===== src/rtl/pulse_period_monitor.sv =====
// pulse_period_monitor
// Per-channel period measurement and lock detection for periodic strobes that
// are already synchronous to aclk. Each channel measures rising-edge to
// rising-edge distance, locks after LOCK_COUNT consecutive in-tolerance
// periods and raises a sticky error on loss of lock or loss of pulses.
// Optional min/max period statistics are built when PULSE_MON_STATS_EN is
// defined; the default build leaves them out entirely.
module pulse_period_monitor #(
  parameter int          NCH        = 4,
  parameter int          CNT_W      = 24,
  parameter int unsigned MAX_PERIOD = 2**24-1,
  parameter int          TOL        = 1,
  parameter int          LOCK_COUNT = 4
) (
  input  logic                   aclk,
  input  logic                   aresetn,
  input  logic                   enable_i,
  input  logic                   clear_i,
  input  logic [NCH-1:0]         pulse_i,
  output logic [NCH*CNT_W-1:0]   period_o,
  output logic [NCH-1:0]         locked_o,
  output logic [NCH-1:0]         error_o,
  output logic [NCH-1:0]         edge_o
`ifdef PULSE_MON_STATS_EN
  ,
  output logic [NCH*CNT_W-1:0]   period_min_o,
  output logic [NCH*CNT_W-1:0]   period_max_o
`endif
);

  localparam logic [1:0] S_IDLE    = 2'd0;
  localparam logic [1:0] S_MEASURE = 2'd1;
  localparam logic [1:0] S_TRACK   = 2'd2;
  localparam logic [1:0] S_LOCKED  = 2'd3;

  localparam logic [CNT_W-1:0]      CNT_MAX = CNT_W'(MAX_PERIOD);
  localparam logic [CNT_W-1:0]      CNT_TMO = CNT_W'(MAX_PERIOD - 1);
  localparam logic signed [CNT_W:0] TOL_S   = (CNT_W+1)'(TOL);
  localparam logic [7:0]            LOCK_N  = 8'(LOCK_COUNT);

  // Counter increment that parks at MAX_PERIOD instead of wrapping.
  function automatic logic [CNT_W-1:0] sat_inc(input logic [CNT_W-1:0] c);
    return (c == CNT_MAX) ? c : c + CNT_W'(1);
  endfunction

  // |p - r| <= TOL, evaluated one bit wider than the counter so it cannot wrap.
  function automatic logic in_tol(input logic [CNT_W-1:0] p,
                                  input logic [CNT_W-1:0] r);
    logic signed [CNT_W:0] d;
    d = $signed({1'b0, p}) - $signed({1'b0, r});
    if (d[CNT_W]) d = -d;
    return (d <= TOL_S);
  endfunction

  logic [1:0]       state [NCH];
  logic [CNT_W-1:0] cnt   [NCH];
  logic [CNT_W-1:0] ref_p [NCH];
  logic [7:0]       match [NCH];
  logic [NCH-1:0]   prev;

  logic [CNT_W-1:0] p_cur [NCH];
  logic [NCH-1:0]   det;
  logic [NCH-1:0]   tol_ok;
  logic [NCH-1:0]   tracking;
  logic [NCH-1:0]   tmo;
  logic [NCH-1:0]   set_err;

  // Edge detect, current period, tolerance test, timeout and error-set terms.
  always_comb begin
    det      = pulse_i & ~prev;
    tol_ok   = '0;
    tracking = '0;
    tmo      = '0;
    set_err  = '0;
    for (int n = 0; n < NCH; n++) begin
      p_cur[n]    = cnt[n] + CNT_W'(1);
      tol_ok[n]   = in_tol(p_cur[n], ref_p[n]);
      tracking[n] = (state[n] == S_TRACK) || (state[n] == S_LOCKED);
      tmo[n]      = (state[n] != S_IDLE) && (cnt[n] == CNT_TMO) && !det[n];
      set_err[n]  = enable_i &&
                    ((det[n] && (state[n] == S_LOCKED) && !tol_ok[n]) ||
                     (tmo[n] && tracking[n]));
    end
  end

  // Per-channel counter and lock state machine; disable parks channels idle.
  always_ff @(posedge aclk) begin
    if (!aresetn) begin
      prev     <= '0;
      edge_o   <= '0;
      locked_o <= '0;
      period_o <= '0;
      for (int n = 0; n < NCH; n++) begin
        state[n] <= S_IDLE;
        cnt[n]   <= '0;
        ref_p[n] <= '0;
        match[n] <= '0;
      end
    end else begin
      prev <= pulse_i;
      for (int n = 0; n < NCH; n++) begin
        if (!enable_i) begin
          state[n]    <= S_IDLE;
          cnt[n]      <= '0;
          match[n]    <= '0;
          locked_o[n] <= 1'b0;
          edge_o[n]   <= 1'b0;
        end else begin
          edge_o[n] <= det[n];
          cnt[n]    <= det[n] ? '0 : sat_inc(cnt[n]);
          case (state[n])
            S_IDLE: begin
              if (det[n]) state[n] <= S_MEASURE;
            end
            S_MEASURE: begin
              if (det[n]) begin
                period_o[n*CNT_W +: CNT_W] <= p_cur[n];
                ref_p[n] <= p_cur[n];
                match[n] <= '0;
                state[n] <= S_TRACK;
              end else if (tmo[n]) begin
                state[n] <= S_IDLE;
              end
            end
            S_TRACK: begin
              if (det[n]) begin
                period_o[n*CNT_W +: CNT_W] <= p_cur[n];
                if (tol_ok[n]) begin
                  match[n] <= match[n] + 8'd1;
                  if (match[n] + 8'd1 == LOCK_N) begin
                    state[n]    <= S_LOCKED;
                    locked_o[n] <= 1'b1;
                  end
                end else begin
                  ref_p[n] <= p_cur[n];
                  match[n] <= '0;
                end
              end else if (tmo[n]) begin
                state[n] <= S_IDLE;
              end
            end
            S_LOCKED: begin
              if (det[n]) begin
                period_o[n*CNT_W +: CNT_W] <= p_cur[n];
                if (!tol_ok[n]) begin
                  locked_o[n] <= 1'b0;
                  ref_p[n]    <= p_cur[n];
                  match[n]    <= '0;
                  state[n]    <= S_TRACK;
                end
              end else if (tmo[n]) begin
                locked_o[n] <= 1'b0;
                state[n]    <= S_IDLE;
              end
            end
            default: state[n] <= S_IDLE;
          endcase
        end
      end
    end
  end

  // Sticky error bits: a new error in the same cycle as clear_i wins.
  always_ff @(posedge aclk) begin
    if (!aresetn) error_o <= '0;
    else          error_o <= (error_o & ~{NCH{clear_i}}) | set_err;
  end

`ifdef PULSE_MON_STATS_EN
  // Running min/max of every period measured while tracking or locked.
  always_ff @(posedge aclk) begin
    if (!aresetn) begin
      period_min_o <= '1;
      period_max_o <= '0;
    end else begin
      for (int n = 0; n < NCH; n++) begin
        if (enable_i && det[n] && tracking[n]) begin
          if (clear_i || (p_cur[n] < period_min_o[n*CNT_W +: CNT_W]))
            period_min_o[n*CNT_W +: CNT_W] <= p_cur[n];
          if (clear_i || (p_cur[n] > period_max_o[n*CNT_W +: CNT_W]))
            period_max_o[n*CNT_W +: CNT_W] <= p_cur[n];
        end else if (clear_i) begin
          period_min_o[n*CNT_W +: CNT_W] <= '1;
          period_max_o[n*CNT_W +: CNT_W] <= '0;
        end
      end
    end
  end
`endif

endmodule


===== config.mk =====
export PLATFORM = sky130hd
export DESIGN_NAME = pulse_period_monitor
export DESIGN_NICKNAME = d
export VERILOG_FILES = /design/src/rtl/pulse_period_monitor.sv
export SDC_FILE = /design/constraint.sdc
export NUM_CORES = 1
export LEC_CHECK = 0
export ABC_AREA = 1
export CELL_PAD_IN_SITES_DETAIL_PLACEMENT = 1
export CELL_PAD_IN_SITES_GLOBAL_PLACEMENT = 1
export CORE_MARGIN = 1
export CORE_UTILIZATION = 40
export CTS_CLUSTER_DIAMETER = 100
export DETAILED_ROUTE_END_ITERATION = 10
export DONT_BUFFER_PORTS = 1
export GPL_TIMING_DRIVEN = 0
export PLACE_DENSITY = 0.75
export SLEW_MARGIN = 20
export SYNTH_ARGS = -nofsm -noshare
export SYNTH_HDL_FRONTEND = slang
export SYNTH_SLANG_ARGS = --single-unit

===== constraint.sdc =====
create_clock -name aclk -period 5.2 [get_ports aclk]
set_input_delay 1.56 -clock aclk [delete_from_list [all_inputs] [get_ports aclk]]
set_output_delay 1.56 -clock aclk [all_outputs]
set_load 0.02 [all_outputs]

---- Word level (Yosys, flattened, before mapping) ----
Memory sizes are Yosys's and may differ from the RTL's.
Index checks and enable logic that the tools add are counted.
operators by class
  $add $sub $neg .......................... 16
  multipliers ............................. 0
  div/mod/pow operators ................... 0
  magnitude comparators ................... 4
  eq/ne operators ......................... 44
  shift-type cells ........................ 0
  muxes and demuxes ....................... 303
  bitwise operators ....................... 77
  reductions and logical operators ........ 65
operators by type and width
  cell                     count
  $mux W24                 28
  $mux W1                  215
  $eq A24 B24 Y1 const B   8
  $mux W8                  20
  $le A25 B2 Y1 const B    4
  $mux W25                 4
  $neg A25 Y25             4
  $sub A24 B24 Y25         4
  $add A24 B1 Y24 const B  4
  $or A1 B1 Y1             72
  $mux W2                  32
  $add A8 B1 Y8 const B    4
  $eq A8 B3 Y1 const B     4
  $logic_and A1 B1 Y1      24
  $ne A3 B3 Y1 const B     8
  $reduce_and A6 Y1        4
  $eq A2 B2 Y1 const B     8
  $ne A2 B2 Y1 const B     8
  $reduce_bool A2 Y1       8
  $reduce_and A3 Y1        4
  $reduce_or A3 Y1         4
  $and A4 B4 Y4            2
  $eq A2 B1 Y1 const B     4
  $logic_not A1 Y1         8
  other kinds (7)          24
word-level totals
  register bits ........................... 112
  latch bits .............................. 0
  memory bits (writable) .................. 232
  memory bits (read-only) ................. 0
  input port bits ......................... 8
  output and inout bits ................... 108
  word-level logic and storage cells ...... 524
  memories kept ........................... 4
memories
  memory  words  width  rd ports  clocked after memory_dff  wr ports  RTL line  source
  cnt     4      24     4         0                         4         56        logic [CNT_W-1:0] cnt [NCH];
  ref_p   4      24     4         0                         4         57        logic [CNT_W-1:0] ref_p [NCH];
  match   4      8      4         0                         4         58        logic [7:0] match [NCH];
  state   4      2      4         0                         4         55        logic [1:0] state [NCH];

---- Longest topological paths before layout ----
Gate-level depths: netlist (run 1).
  word-level depth ........................ 15
  depth in mapped cells ................... 39
  mapped depth without buffers ............ 38

---- Least setup slack after synthesis (run 1) ----
No wires, ideal clock.
  kind .................................... reg-to-reg
  start ................................... memory cnt[3][0]
  end ..................................... memory ref_p[3][0] (enable)
  arrival time ............................ 4,840 ps
  path slack .............................. -201 ps
  stages on the path, launching flop included .. 31
  path through ............................ edfxtp_1 nand3_1 nor3_1 nand2_1 nor2_1 inv_1 nor2_1 inv_1 nor2_1 nand2_1 inv_1 nand3_1 nor2_1 xor2_1 inv_1 ha_1 a21oi_1 o21ai_0 nor2_1 nand2_2 a21oi_4 buf_6 nand2_1 a21oi_1 nand3_1 nor2_2 nand3_1 o21ai_4 inv_2 nand2_2 o2111ai_1
RTL lines
  element          RTL line
  start, declared  56
  end, declared    57

==> results_dict.tcl, run 1 <==
set metrics [dict create \
    top_usage_layer "met2" \
    r2r_cells 33 \
    synthTopCellsByArea "edfxtp_1 (27%), nand2_1 (15%), inv_1 (9.9%)" \
    post-place-ws_ns -2.099 \
    hold_depth 1 \
    hpwlAfterDp_mm 65.54 \
    area.growth.synth_to_final_pct 22.68 \
    relSlewSlack 0.2196 \
    min_to "match[0][0]" \
    path_max_fanout 5 \
    yosys_most_used_dff "edfxtp_1" \
    min-delay-start "match[0][0]" \
    max_stage_delay_ns 0.41 \
    layout-drive-gt1-share 0.1663 \
    crit_family "simple AND/OR/NAND/NOR gates" \
    die-area_um2 66030 \
    finalCritPeriodShare 0.9917 \
    reg2reg_from "cnt[3][1]" \
    slew_violations 0 \
    clk_latency_ns 0.57 \
    worstMarginPinSlew_ns 1.160 \
    syn_area_per_cell_um2 6.717 \
    ys_types 56 \
    tritoncts "yes" \
    synth_cells 3871 \
    start_util 0.4041 \
    post_drt_wl_per_cell_um 17.84 \
    worst-r2r-setup-slack_ns 0.04 \
    min_path_type "register to register" \
    ir_worst_vdd_v 0.0002532 \
    fin_setup_tns_ns 0 \
    cts_buffer_depth 3 \
    synth_edf_count 232 \
    yosys.area.top_type "edfxtp_1" \
    place_area_um2 27100 \
    detail-route-antenna-nets 0 \
    row_count 93 \
    use_met2 0.4463 \
    drc 0 \
    synth_top_area_frac 0.2679 \
    setup_violations 0 \
    grt_antenna_before_repair 0 \
    grt_pass1_wl_mm 134.1 \
    gp_congestion 0.8595 \
    syn-num-nets 3995 \
    routed_wl_mm 88.46 \
    crit_path_start_kind "register" \
    fin_crit_ns 5.157 \
    r2r-end "ref_p[3][3]" \
    ys_async_sr_fraction 0 \
    outcome "completed" \
    track_usage 0.2522 \
    nFillCells 8224 \
    yosys_warnings 0 \
    numCtsBuffers 40 \
    overflow 0 \
    grt_pass1_vias 25609 \
    die_y_um 257.0 \
    final_nets 4193 \
    synth_area_um2 26000 \
    grt_start_max_net_pins 25 \
    skew_ns 0.01929 \
    ios 116 \
    rsz0062_at_grt "yes" \
    die_w_um 257.0 \
    met3_usage 0.03497 \
    seq_area_frac_synth 0.3542 \
    crit_slowest_cell "edfxtp_1" \
    finalPower_uw 6884 \
    h-tree-depth 2 \
    vias 25417 \
    path_buf_inv 7 \
    crit_arrival_ns 5.45 \
    met1_usage 0.3149 \
    core_area_um2 64350 \
    cp.required_ns 5.50 \
    max_freq_mhz 193.9 \
    drt_iter0_drc 1129 \
    end_kind "register" \
    stdcell_area_um2 31900 \
    cts_hold_buffers 0 \
    p_leak_uw 0.01523 \
    clk_pin_slew_ns 0.06 \
    firstDrtPassIters 5 \
    cts_root_buf "clkbuf_16" \
    hold_viol 0 \
    seq_area_um2 9209 \
    multiInputGateArea_um2 15950 \
    crit_type "register to register" \
    port_buffers 0 \
    viasPerCell 5.125 \
    max-cap-violations 0 \
    setup_ws_ns 0.04292 \
    ys_ff_latch 344 \
    utilization 0.4957 \
    cts.sinks 344 \
    power.density_nw_per_um2 215.8 \
]
## synth_stat cells (5+ instances only)
master	count
dfxtp_1	112
xor2_1	91
o211ai_1	29
xnor2_1	23
o21bai_1	8
nand2_1	1053
and2_1	5
buf_4	5
edfxtp_1	232
nor2_2	10
nand3_2	10
buf_2	9
nor4_1	18
nor2_1	520
inv_1	686
nand3_1	326
nand4_1	80
clkbuf_1	42
inv_2	18
ha_1	112
nor2_4	24
o21ai_0	125
nand3b_1	19
a21oi_1	176
a21o_1	5
nand2_2	14
nor3_1	63
## cell families (layout without fill, tap and decap cells)
family                   after synthesis  after routing  synth area share
AND/OR/NAND/NOR                     2161           2167            0.3585
buffers and inverters                769            991            0.1140
AO/OA/AOI/OAI                        367            369           0.07791
flip-flops                           344            344            0.3542
adder cells (fa/ha/maj)              116            116           0.05698
XOR/XNOR                             114            114           0.03840
other                                  0              3                 0
## flip-flops by register name, indices dropped and copies added, names as in the netlist
| signal | flops |
|---|---|
| cnt | 96 |
| period_o | 96 |
| ref_p | 96 |
| match | 32 |
| state | 8 |
| edge_o | 4 |
| error_o | 4 |
| locked_o | 4 |
| prev | 4 |
## layer usage
layer | vias to the layer above | part of all wire | routed length [um]
met2 | 341 | 0.50 | 43960
li1 | 12760 | - | -
met5 | - | 0 | 0
met4 | 0 | 0.032 | 2795
met3 | 128 | 0.035 | 3113
met1 | 12188 | 0.44 | 38590
## metrics by stage
| step | hold slack [ns] | instances |
|---|---|---|
| after detailed placement | 0.5877 | 4727 |
| after global placement | 0.5824 | 4726 |
| final | 0.5988 | 4959 |
| after CTS | 0.5968 | 4875 |
| after global routing | 0.6177 | 4956 |
| after floorplan | 0.5359 | 3871 |
## final cells by class
| type | instances | share of cell area |
|---|---|---|
| diodes | 3 | 0.0002353 |
| plain buffers | 63 | 0.01243 |
| clock buffers | 64 | 0.03903 |
| clock inverters | 10 | 0.003060 |
| inverters | 705 | 0.08343 |
| multi-input cells | 2766 | 0.5001 |
| flip-flops and latches | 344 | 0.2887 |
| well taps | 855 | 0.03354 |
| repair buffers | 149 | 0.03946 |
## power breakdown
| group | internal (uW) | switching, uW |
|---|---|---|
| Sequential | 3000 | 116 |
| Combinational | 277 | 601 |
| Clock | 1700 | 1190 |
| Total | 4980 | 1910 |
## worst register-to-register path: cells and delay by family, from the launching register on
family                     cells  cell delay, ns
xor gates and xnor gates       2            0.34
AOI/OAI and AO/OA              2            0.31
buffers and inverters          7            0.78
DFF                            1            0.41
adders and majority gates      2            0.53
and+or+nand+nor               20            2.50
## layout by cell type, fill, tap and decap left out, types with 8 or more instances in the layout
cell | netlist | final
nor2_1 | 520 | 449
buf_12 | 2 | 10
ha_4 | 0 | 20
nand2_1 | 1053 | 980
inv_2 | 18 | 32
xor2_1 | 91 | 52
buf_6 | 2 | 15
a21oi_2 | 2 | 27
nand2_2 | 14 | 76
o21ai_0 | 125 | 107
o21bai_1 | 8 | 8
xnor2_1 | 23 | 16
nand3_4 | 0 | 15
o211ai_1 | 29 | 29
nand3_2 | 10 | 36
nand4_1 | 80 | 80
dfxtp_1 | 112 | 112
ha_2 | 0 | 18
nor3_1 | 63 | 44
nor2_2 | 10 | 54
xor2_4 | 0 | 11
buf_4 | 5 | 134
ha_1 | 112 | 74
clkbuf_1 | 42 | 51
nor2_4 | 24 | 51
clkbuf_8 | 0 | 9
clkbuf_16 | 0 | 43
xor2_2 | 0 | 28
nand3b_1 | 19 | 19
nand2_4 | 1 | 16
a21oi_1 | 176 | 149
inv_1 | 686 | 667
o21ai_1 | 4 | 15
nor4_1 | 18 | 15
nor3_2 | 2 | 14
nand3_1 | 326 | 285
edfxtp_1 | 232 | 232
## worst max path at each step
stage,startpoint,to,depth (start not counted)
2_1_floorplan,cnt[3][0],ref_p[3][0],30
3_3_place_gp,cnt[0][0],ref_p[0][1],31
3_5_place_dp,cnt[0][0],ref_p[0][1],31
4_1_cts,cnt[1][0],ref_p[1][19],34
5_1_grt,cnt[3][1],ref_p[3][3],33
6_report,cnt[3][1],ref_p[3][3],33
## what timing repair did
action	4_1_cts	5_1_grt
setup buffers	66	77
gates cloned	9	3
setup endpoints to repair	280	273
resized for setup	203	295
pin swaps	51	120
(Power assumes the default switching activity.)
==> inputs of run 2 (changes only) <==
Settings changed: DONT_BUFFER_PORTS 1 to not set, PLACE_DENSITY 0.75 to 0.79.
Clock period 5.2 ns to 4.1 ns, I/O delays scaled along.
==> run 2 against run 1 <==
  * The flow now finishes with violations (negative setup slack)
  * Combinational power is 59% higher
  * Sequential cell count stayed put
  * Cell count is 3.5% higher
  * Non-clock buffer count is 178 higher
  * Global-route usage is 1.1 points higher
  * Count of clock-buffer cells in the layout stayed put
  * Critical path depth is 5 higher
  * Maximum frequency is 3.5% lower
  * Utilization is 4.5 points higher
==> results_dict.tcl, run 2 (synthesized netlist as in run 1, its figures left out) <==
set metrics [dict create \
    outcome "finished, violations left" \
    failed_checks "negative setup slack" \
    vias 27504 \
    routed_wl_mm 102.0 \
    min_path_type "register to register" \
    post-place-ws_ns -2.074 \
    grt_pass1_wl_mm 140.7 \
    max_stage_delay_ns 0.39 \
    hold_viol 0 \
    viasPerCell 5.357 \
    skew_ns 0.01683 \
    drc 0 \
    cp.required_ns 4.44 \
    gp_congestion 0.9056 \
    cts.sinks 344 \
    finalCritPeriodShare 1.304 \
    layout-drive-gt1-share 0.2150 \
    cts_buffer_depth 3 \
    hold_slack_ns 0.4986 \
    port_buffers 115 \
    die-area_um2 66030 \
    crit_slowest_cell "edfxtp_1" \
    power.density_nw_per_um2 256.8 \
    path_buf_inv 12 \
    start_util 0.4041 \
    max-cap-violations 0 \
    detail-route-antenna-nets 0 \
    place_area_um2 28800 \
    grt_pass1_vias 27018 \
    core_area_um2 64350 \
    numCtsBuffers 40 \
    drt_iter0_drc 1476 \
    crit_arrival_ns 5.68 \
    overflow 0 \
    post_drt_wl_per_cell_um 19.86 \
    mostFrequentLayoutCells "nand2_1 (950), inv_1 (656), nor2_1 (358), nand3_1 (271), edfxtp_1 (232)" \
    grt_antenna_before_repair 2 \
    final_nets 4371 \
    crit_path_start_kind "register" \
    dp.cells 4841 \
    max_freq_mhz 187.1 \
    area.growth.synth_to_final_pct 33.71 \
    path_max_fanout 12 \
    track_usage 0.2637 \
    clk_latency_ns 0.58 \
    cts_root_buf "clkbuf_16" \
    row_count 93 \
    crit_family "simple AND/OR/NAND/NOR gates" \
    h-tree-depth 2 \
    largestRegisters "cnt x96, period_o x96, ref_p x96" \
    stdcell_area_um2 34770 \
    p_leak_uw 0.01619 \
    tritoncts "yes" \
    ios 116 \
    die_y_um 257.0 \
    antenna-diode-count 0 \
    final_common_cell "nand2_1" \
    die_w_um 257.0 \
    final_cells 5134 \
    rsz0062_at_grt "yes" \
    setup_violations 295 \
    slew_violations 0 \
    grt_start_max_net_pins 25 \
    worstMarginPinSlew_ns 1.324 \
    firstDrtPassIters 5 \
    crit_type "register to register" \
    fin_crit_ns 5.345 \
    clk_pin_slew_ns 0.06 \
    relSlewSlack 0.1175 \
    hpwlAfterDp_mm 66.12 \
    end_kind "register" \
    setup_ws_ns -1.245 \
    ir_worst_vdd_v 0.0003253 \
]
-- run 2: per-layer routing --
metal  vias to the layer above  part of all wire  global-route usage
met5                         -                 0                   0
met4                         0             0.046             0.09028
met3                       272             0.037             0.02325
met2                       654              0.51              0.4813
met1                     13467              0.40              0.3228
li1                      13111                 -                   -
-- run 2: layout make-up --
type	count	area, um2
buffer	61	389.1
clock buffer	64	1225
clock inverter	10	57.56
multi-input combinational	2766	17040
sequential	344	9209
inverter	705	2674
tap	855	1070
timing repair buffer	329	3102
fill	8036	29580
-- run 2: path summary, 6_finish.rpt --
path                      from  slack, ns           end  cells past startpoint
setup / recovery     cnt[3][0]      -1.25   ref_p[3][4]                     38
hold / removal    period_o[29]       0.50  period_o[29]                      2
setup reg to reg     cnt[3][0]      -1.25   ref_p[3][4]                     38
hold reg to reg   period_o[29]       0.50  period_o[29]                      2
-- run 2: stage by stage --
step | setup TNS [ns] | utilization | power (uW)
4_1_cts | -241.36 | 0.4920 | 8715
6_report | -254.43 | 0.5403 | 8930
3_5_place_dp | -461.85 | 0.4476 | 5120
5_1_grt | -335.50 | 0.5403 | 9188
2_1_floorplan | -64.56 | - | 4720
3_3_place_gp | -432.30 | 0.4475 | 5091
-- run 2: worst register-to-register path, delay by kind of cell, from the launching register on --
family                   cells  cell delay, ns
AND/OR/NAND/NOR             21            2.46
AO/OA/AOI/OAI                3            0.41
flip-flops                   1            0.39
XOR/XNOR                     1            0.19
adder cells (fa/ha/maj)      1            0.30
buffers and inverters       12            1.35
-- run 2: power breakdown --
group | switching [uW] | total [uW] | internal [uW]
Clock | 1600 | 3650 | 2060
Combinational | 920 | 1400 | 475
Sequential | 79.5 | 3880 | 3800
-- run 2: timing repair --
action | CTS | global route
gates cloned | 4 | 12
hold buffers | 0 | 0
buffers inserted | 93 | 114
pin swaps | 63 | 150
endpoints found under the setup margin | 280 | 314
gates resized for setup | 171 | 531
endpoints found under the hold margin | 0 | 0
==> inputs of run 3 (changes only) <==
Settings changed: DONT_BUFFER_PORTS set to 1, PLACE_DENSITY 0.79 to 0.75.
==> run 3 against run 2 <==
  * The run ends with max-capacitance violations, max-slew violations, negative setup slack left
  * Setup slack lost 0.012 ns
  * Critical path depth shrank 3
  * Worst hold slack gained 0.10 ns
  * Sequential cell count is the same
  * Total power grew 0.87%
  * Non-clock buffer count shrank 109
  * Utilization shrank 0.93 points
  * Sequential power grew 2%
  * Maximum frequency shrank 0.22%
  * Critical path type unchanged
  * Largest power group unchanged
  * Highest routed layer is now met5
==> results_dict.tcl, run 3 (synthesized netlist as in run 1, its figures left out) <==
set metrics [dict create \
    crit_type "register to register" \
    power.density_nw_per_um2 263.6 \
    grt_pass1_wl_mm 141.2 \
    drt_iter0_drc 1483 \
    die_w_um 257.0 \
    row_count 93 \
    finalPower_uw 9007 \
    cts_hold_buffers 0 \
    place_area_um2 27650 \
    cts.sinks 344 \
    hold_depth 1 \
    port_buffers 0 \
    cp.required_ns 4.43 \
    h-tree-depth 2 \
    max_stage_delay_ns 0.54 \
    grt_start_max_net_pins 25 \
    slew_violations 20 \
    fin_setup_tns_ns -273.16 \
    viasPerCell 5.318 \
    failed_checks "max-capacitance violations, max-slew violations, negative setup slack" \
    gp_congestion 0.8670 \
    finalCritPeriodShare 1.307 \
    clk_pin_slew_ns 0.06 \
    drc 0 \
    tritoncts "yes" \
    stdcell_area_um2 34170 \
    p_leak_uw 0.01604 \
    numCtsBuffers 41 \
    grt_antenna_before_repair 2 \
    cts_buffer_depth 3 \
    fin_crit_ns 5.357 \
    post-place-ws_ns -2.158 \
    wl_met1_mm 41.02 \
    relSlewSlack -0.02754 \
    layout-drive-gt1-share 0.2331 \
    final_nets 4265 \
    ir_worst_vdd_v 0.0003256 \
    dr_wl_met3_mm 4.489 \
    crit_arrival_ns 5.69 \
    min_path_type "register to register" \
    met2_length_mm 50.49 \
    start_util 0.4041 \
    skew_ns 0.01693 \
    path_max_fanout 8 \
    worstMarginPinSlew_ns 1.541 \
    antenna-diode-count 0 \
    end_kind "register" \
    track_usage 0.2653 \
    max-cap-violations 1 \
    hold_slack_ns 0.5987 \
    overflow 0 \
    hold_viol 0 \
    routed_wl_mm 99.12 \
    crit_path_start_kind "register" \
    firstDrtPassIters 5 \
    rsz0062_at_grt "yes" \
    area.growth.synth_to_final_pct 31.42 \
    r2r_cells 35 \
    mostFrequentLayoutCells "nand2_1 (922), inv_1 (653), nor2_1 (367), nand3_1 (263), edfxtp_1 (232)" \
    grt_pass1_vias 26789 \
    cpMostUsedCell "nor2_4" \
    seq_area_um2 9209 \
    max_freq_mhz 186.7 \
    ios 116 \
    clk_latency_ns 0.59 \
    die-area_um2 66030 \
    nFillCells 7947 \
    crit_slowest_cell "or4_4" \
    routed.top_layer "met5" \
    detail-route-antenna-nets 0 \
    final_common_cell "nand2_1" \
    post_drt_wl_per_cell_um 19.71 \
    die_y_um 257.0 \
    cts_root_buf "clkbuf_16" \
    setup_violations 280 \
    hpwlAfterDp_mm 65.47 \
    outcome "finished, violations left" \
    vias 26742 \
    setup_ws_ns -1.257 \
    largestRegisters "cnt x96, period_o x96, ref_p x96" \
    multiInputGateArea_um2 17330 \
    core_area_um2 64350 \
]
==> run 3: timing repair <==
| action | 4_1_cts | 5_1_grt |
|---|---|---|
| endpoints found under the hold margin | 0 | 0 |
| gates resized for setup | 313 | 445 |
| setup endpoints to repair | 280 | 280 |
| gates cloned | 5 | 15 |
| pin swaps | 130 | 137 |
| setup buffers | 125 | 91 |
==> run 3: area by class of cell <==
cell class | instances | share of cell area
Timing Repair Buffer | 219 | 0.06093
Multi-Input combinational cell | 2768 | 0.5071
Buffer | 62 | 0.01267
Tap cell | 855 | 0.03131
Inverter | 705 | 0.07810
Sequential cell | 344 | 0.2695
Clock buffer | 53 | 0.03468
Clock inverter | 23 | 0.005676
==> run 3: final timing paths <==
path	slack [ns]	endpoint	from
min reg2reg	0.60	match[3][0]	match[3][0]
min	0.60	match[3][0]	match[3][0]
max	-1.26	ref_p[1][18]	cnt[1][1]
max reg2reg	-1.26	ref_p[1][18]	cnt[1][1]
==> run 3: report_power, final <==
part	internal [uW]	leakage [uW]	switching, uW
Sequential	3800	0.00354	150
Combinational	412	0.0118	851
Clock	2140	0.000688	1660
==> run 3: stage by stage <==
stage | utilization | instances
floorplan | - | 3871
global placement | 0.4296 | 4726
detailed placement | 0.4298 | 4726
CTS | 0.4894 | 4929
global route | 0.5310 | 5029
finish | 0.5310 | 5029
==> run 3: critical path, delay by kind of cell, from the launching register on <==
kind            cells  cell delay (ns)
compound gates      3             0.42
xor+xnor            1             0.18
fa+ha+maj           2             0.45
buf+inv             7             0.75
flops               1             0.46
simple gates       22             2.80
==> run 3: layer usage <==
metal  vias to the layer above  GRT usage
li1                      12922          -
met1                     13044     0.3260
met2                       581     0.4820
met3                       193    0.03704
met4                         2    0.06978
met5                         -          0
